`src/rtl/ras_ctrl.sv`:
```
// Return address stack: circular buffer of truncated return targets with
// checkpoint restore. Optional macro RAS_RESTORE_WRITE_EN also repairs the restored top entry.
module ras_ctrl #(
  parameter int RAS_DEPTH        = 8,
  parameter int RAS_TARGET_WIDTH = 12,
  parameter int LOG_RAS_DEPTH    = $clog2(RAS_DEPTH)
) (
  input  logic                        CLK,
  input  logic                        nRST,
  input  logic                        push_valid,
  input  logic [RAS_TARGET_WIDTH-1:0] push_target,
  input  logic                        pop_valid,
  output logic [RAS_TARGET_WIDTH-1:0] top_target,
  output logic                        top_valid,
  output logic [LOG_RAS_DEPTH-1:0]    ras_index,
  output logic [LOG_RAS_DEPTH:0]      ras_count,
  input  logic                        restore_valid,
  input  logic [LOG_RAS_DEPTH-1:0]    restore_index,
  input  logic [LOG_RAS_DEPTH:0]      restore_count,
  input  logic [RAS_TARGET_WIDTH-1:0] restore_target
);

  localparam logic [LOG_RAS_DEPTH:0] COUNT_FULL = (LOG_RAS_DEPTH+1)'(RAS_DEPTH);

  logic [RAS_TARGET_WIDTH-1:0] r_entries [RAS_DEPTH];
  logic [LOG_RAS_DEPTH-1:0]    r_index;
  logic [LOG_RAS_DEPTH:0]      r_count;

  logic [LOG_RAS_DEPTH-1:0]    w_next_index;
  logic [LOG_RAS_DEPTH:0]      w_next_count;
  logic                        w_wr_en;
  logic [LOG_RAS_DEPTH-1:0]    w_wr_addr;
  logic [RAS_TARGET_WIDTH-1:0] w_wr_data;

  // Restore wins over everything; push+pop replaces the top in place.
  always_comb begin
    w_next_index = r_index;
    w_next_count = r_count;
    w_wr_en      = 1'b0;
    w_wr_addr    = r_index;
    w_wr_data    = push_target;
    if (restore_valid) begin
      w_next_index = restore_index;
      w_next_count = restore_count;
`ifdef RAS_RESTORE_WRITE_EN
      w_wr_en      = 1'b1;
      w_wr_addr    = restore_index;
      w_wr_data    = restore_target;
`endif
    end else if (push_valid && pop_valid) begin
      w_wr_en = 1'b1;
      if (r_count == '0) begin
        w_next_count = (LOG_RAS_DEPTH+1)'(1);
      end
    end else if (push_valid) begin
      w_next_index = r_index + 1'b1;
      w_wr_en      = 1'b1;
      w_wr_addr    = r_index + 1'b1;
      if (r_count != COUNT_FULL) begin
        w_next_count = r_count + 1'b1;
      end
    end else if (pop_valid && (r_count != '0)) begin
      w_next_index = r_index - 1'b1;
      w_next_count = r_count - 1'b1;
    end
  end

`ifndef RAS_RESTORE_WRITE_EN
  logic w_unused_restore_target;
  assign w_unused_restore_target = ^restore_target;
`endif

  always_ff @(posedge CLK or negedge nRST) begin
    if (!nRST) begin
      r_index <= '0;
      r_count <= '0;
      for (int i = 0; i < RAS_DEPTH; i++) begin
        r_entries[i] <= '0;
      end
    end else begin
      r_index <= w_next_index;
      r_count <= w_next_count;
      if (w_wr_en) begin
        r_entries[w_wr_addr] <= w_wr_data;
      end
    end
  end

  assign top_target = r_entries[r_index];
  assign top_valid  = (r_count != '0);
  assign ras_index  = r_index;
  assign ras_count  = r_count;

endmodule

```
`config.mk`:
```
export PLATFORM = sky130hd
export DESIGN_NAME = ras_ctrl
export DESIGN_NICKNAME = d
export VERILOG_FILES = /design/src/rtl/ras_ctrl.sv
export SDC_FILE = /design/constraint.sdc
export NUM_CORES = 1
export LEC_CHECK = 0
export BUFFER_PORTS_ARGS = -buffer_cell sky130_fd_sc_hd__buf_2
export CORE_UTILIZATION = 35
export CTS_CLUSTER_DIAMETER = 40
export DETAILED_ROUTE_END_ITERATION = 10
export PLACE_DENSITY_LB_ADDON = 0.12
export SKIP_LAST_GASP = 1
export SLEW_MARGIN = 15
export SYNTH_ARGS = -nofsm -noshare
export SYNTH_HDL_FRONTEND = slang
export SYNTH_SLANG_ARGS = --single-unit
```
`constraint.sdc`:
```
create_clock -name CLK -period 2.82 [get_ports CLK]
set_input_delay 0.423 -clock CLK [delete_from_list [all_inputs] [get_ports CLK]]
set_output_delay 0.423 -clock CLK [all_outputs]
set_load 0.005 [all_outputs]
```
==> impl_metrics.csv <==
group,metric,value,unit
clocking,cts_hold_buf,0,
placed_design,placed_cell_area,0.00554,mm2
synth,synth_edf_count,0,
synth,async_flop_share,1.00,
floorplanning,die_w,122,um
placed_design,place_hpwl,7120,um
clocking,cts_resized,0,
floorplanning,die_y,122,um
floorplanning,num_rows,43,
synth,synth_cell_types,46,
pwr,irDropWorstVdd,0.486,mV
cells_and_area,layout-drive-gt1-share,0.561,
routing,first_pass_iters,4,
synth,syn_inst,330,
timing,finalHoldViolCount,0,
worst_setup_path,path_class,"reg2out",
floorplanning,die_area,0.0149,mm2
timing,clock_skew,0.00352,ns
clocking,cts_setup_buffers,0,
cells_and_area,layout.nets,423,
clocking,htreeDepth,3,
timing,finalMaxSlewViolations,0,
routing,route.antenna.remaining_nets,0,
worst_setup_path,worstPathMaxFanout,24,
global_route,grt_pass1_vias,3192,
worst_setup_path,worstPathRequired,2.40,ns
floorplanning,io_pins,56,
global_route,grt_overflow,0,
clocking,cts_root_buf,"clkbuf_16",
routing,vias,2943,
routing,drtIter0Drc,143,
cells_and_area,fillers,1321,
synth,ys_warn_count,0,
synth,yosysSeqAreaShare,0.512,
worst_setup_path,crit_path_end_kind,"output port",
cells_and_area,area_growth,16.5,%
global_route,antenna_found_initial,0,
synth,synth_area,0.00503,mm2
clocking,clock-sinks,103,
global_route,grt_max_degree,60,
timing,max_freq,390,MHz
timing,tightest_slew,0.620,ns
clocking,clock_latency,0.34,ns
clocking,clk_pin_slew_worst_paths,0.07,ns
synth,synth_ff_type,"dfrtp_1",
timing,fin_tns_setup,0,ns
timing,setup_viol,0,
floorplanning,initial_core_util,0.361,
routing,routedWlPerCell,19.3,um
synth,synth.avg_cell_area,15.3,um2
routing,route.detailed.drc,0,
worst_setup_path,cp_slowest_cell,"mux4_2",
routing,vias_per_cell,5.19,
status,status,"finished clean",
cells_and_area,antennaDiodeCount,0,
global_route,grt_use_total,0.165,
cells_and_area,final_common_cell,"dfrtp_1",
pwr,p_leak,2.59,nW
timing,period_needed,2.56,ns
cells_and_area,design_area,0.00586,mm2
placed_design,portBuffers,43,
placed_design,place.gp.congestion,0.758,
clocking,cts_tree,"done",
floorplanning,core-area,0.0139,mm2
worst_setup_path,r2r_slack,0.59,ns
pwr,power_density,989,mW/mm2
worst_setup_path,arrival,2.14,ns
worst_setup_path,path_cells,"buf_4, mux4_2, mux2_2, buf_2",
clocking,clk_path_buf_depth,2,
synth,syn_nets,371,
timing,rsz0062_at_grt,"false",
routing,drt_wl_total,10900,um
cells_and_area,final_cell_mix,"102 x dfrtp_1, 100 x mux2_2, 42 x buf_2",
worst_hold_path,hold_path.class,"in2async",
timing,timing.final.crit_share,0.910,
global_route,grt_pass1_wl,18000,um
synth,synth_seq_cells,103,
worst_setup_path,max_stage_delay,0.57,ns
worst_setup_path,start_kind,"register",
clocking,cts_buffers,9,
timing,slew_headroom,0.587,
job,cap_violations,0,
-- sequential cells by signal, summed over array words and instances, names as in the netlist --
signal and cells:
r_entries 96, ras_index 3, ras_count 4
-- kinds of logic (layout without fill, tap and decap cells) --
family / Yosys count / after routing / synth area share
AO/OA/AOI/OAI: 17 / 17 / 0.0216
XOR/XNOR: 7 / 7 / 0.0137
adder cells (fa/ha/maj): 5 / 5 / 0.0139
buffers and inverters: 27 / 84 / 0.0254
flip-flops: 103 / 103 / 0.512
multiplexers: 138 / 138 / 0.369
AND/OR/NAND/NOR: 33 / 33 / 0.0442
-- cells in the mapped netlist, drive strengths merged, types with 2 or more instances --
master	instances	area share
nor2	3	0.0022
nand3b	2	0.0030
clkbuf	7	0.0052
dfrtp	103	0.51
a21oi	4	0.0040
buf	13	0.015
xnor2	3	0.0067
inv	7	0.0052
mux2i	3	0.0060
mux4	24	0.11
nor3	3	0.0040
ha	4	0.0099
mux2	111	0.26
nand2	7	0.0052
nor3b	4	0.0070
xor2	4	0.0070
nand3	3	0.0030
or4b	2	0.0040
o21ai	5	0.0050
-- critical path, delay by kind of cell, from the launching register on --
family / cells / cell delay, ns
buffers and inverters: 2 / 0.52
flip-flops: 1 / 0.39
multiplexers: 2 / 0.87
-- layer usage --
layer / part of all wire / wire length, um / global-route usage / up-vias
li1: - / - / - / 1341
met4: 0.016 / 173 / 0.0602 / 0
met2: 0.47 / 5130 / 0.258 / 53
met3: 0.038 / 413 / 0.0304 / 14
met1: 0.48 / 5200 / 0.230 / 1535
met5: 0 / 0 / 0 / -
-- worst paths after layout --
path                             startpoint  cells after the start       endpoint
min in group CLK           restore_index[2]                      3   ras_index[2]
setup / recovery               ras_index[0]                      4  top_target[4]
setup reg to reg               ras_index[1]                      7  r_entries[24]
hold / removal                         nRST                      1   ras_count[0]
max in group asynchronous              nRST                      2  r_entries[32]
hold reg to reg               r_entries[70]                      1  r_entries[70]
-- area by class of cell --
| cell class | count | area, um2 | share of cell area |
|---|---|---|---|
| sequential | 103 | 2580 | 0.440 |
| multi-input combinational | 200 | 2330 | 0.397 |
| timing repair buffer | 61 | 378 | 0.0645 |
| clock buffer | 13 | 260 | 0.0444 |
| tap | 180 | 225 | 0.0384 |
| clock inverter | 3 | 65.1 | 0.0111 |
| inverter | 7 | 26.3 | 0.00448 |
-- through the flow --
step / hold WS (ns) / setup WS [ns] / utilization / std cells / total power [mW]
2_1_floorplan: 0.127 / 0.0709 / - / 330 / 3.92
3_3_place_gp: 0.472 / 0.433 / 0.397 / 551 / 4.42
3_5_place_dp: 0.478 / 0.422 / 0.397 / 551 / 4.49
4_1_cts: 0.0998 / 0.234 / 0.421 / 567 / 5.88
5_1_grt: 0.130 / 0.151 / 0.421 / 567 / 6.20
6_report: 0.0864 / 0.255 / 0.421 / 567 / 5.80
-- power by group --
| part | switching [mW] | leakage (nW) | internal, mW | total, mW |
|---|---|---|---|---|
| Sequential | 0.366 | 1.26 | 2.19 | 2.56 |
| Combinational | 0.637 | 1.17 | 1.24 | 1.87 |
| Clock | 0.536 | 0.160 | 0.826 | 1.36 |
| Total | 1.54 | 2.59 | 4.26 | 5.80 |
Power figures use the tool's default switching activity.
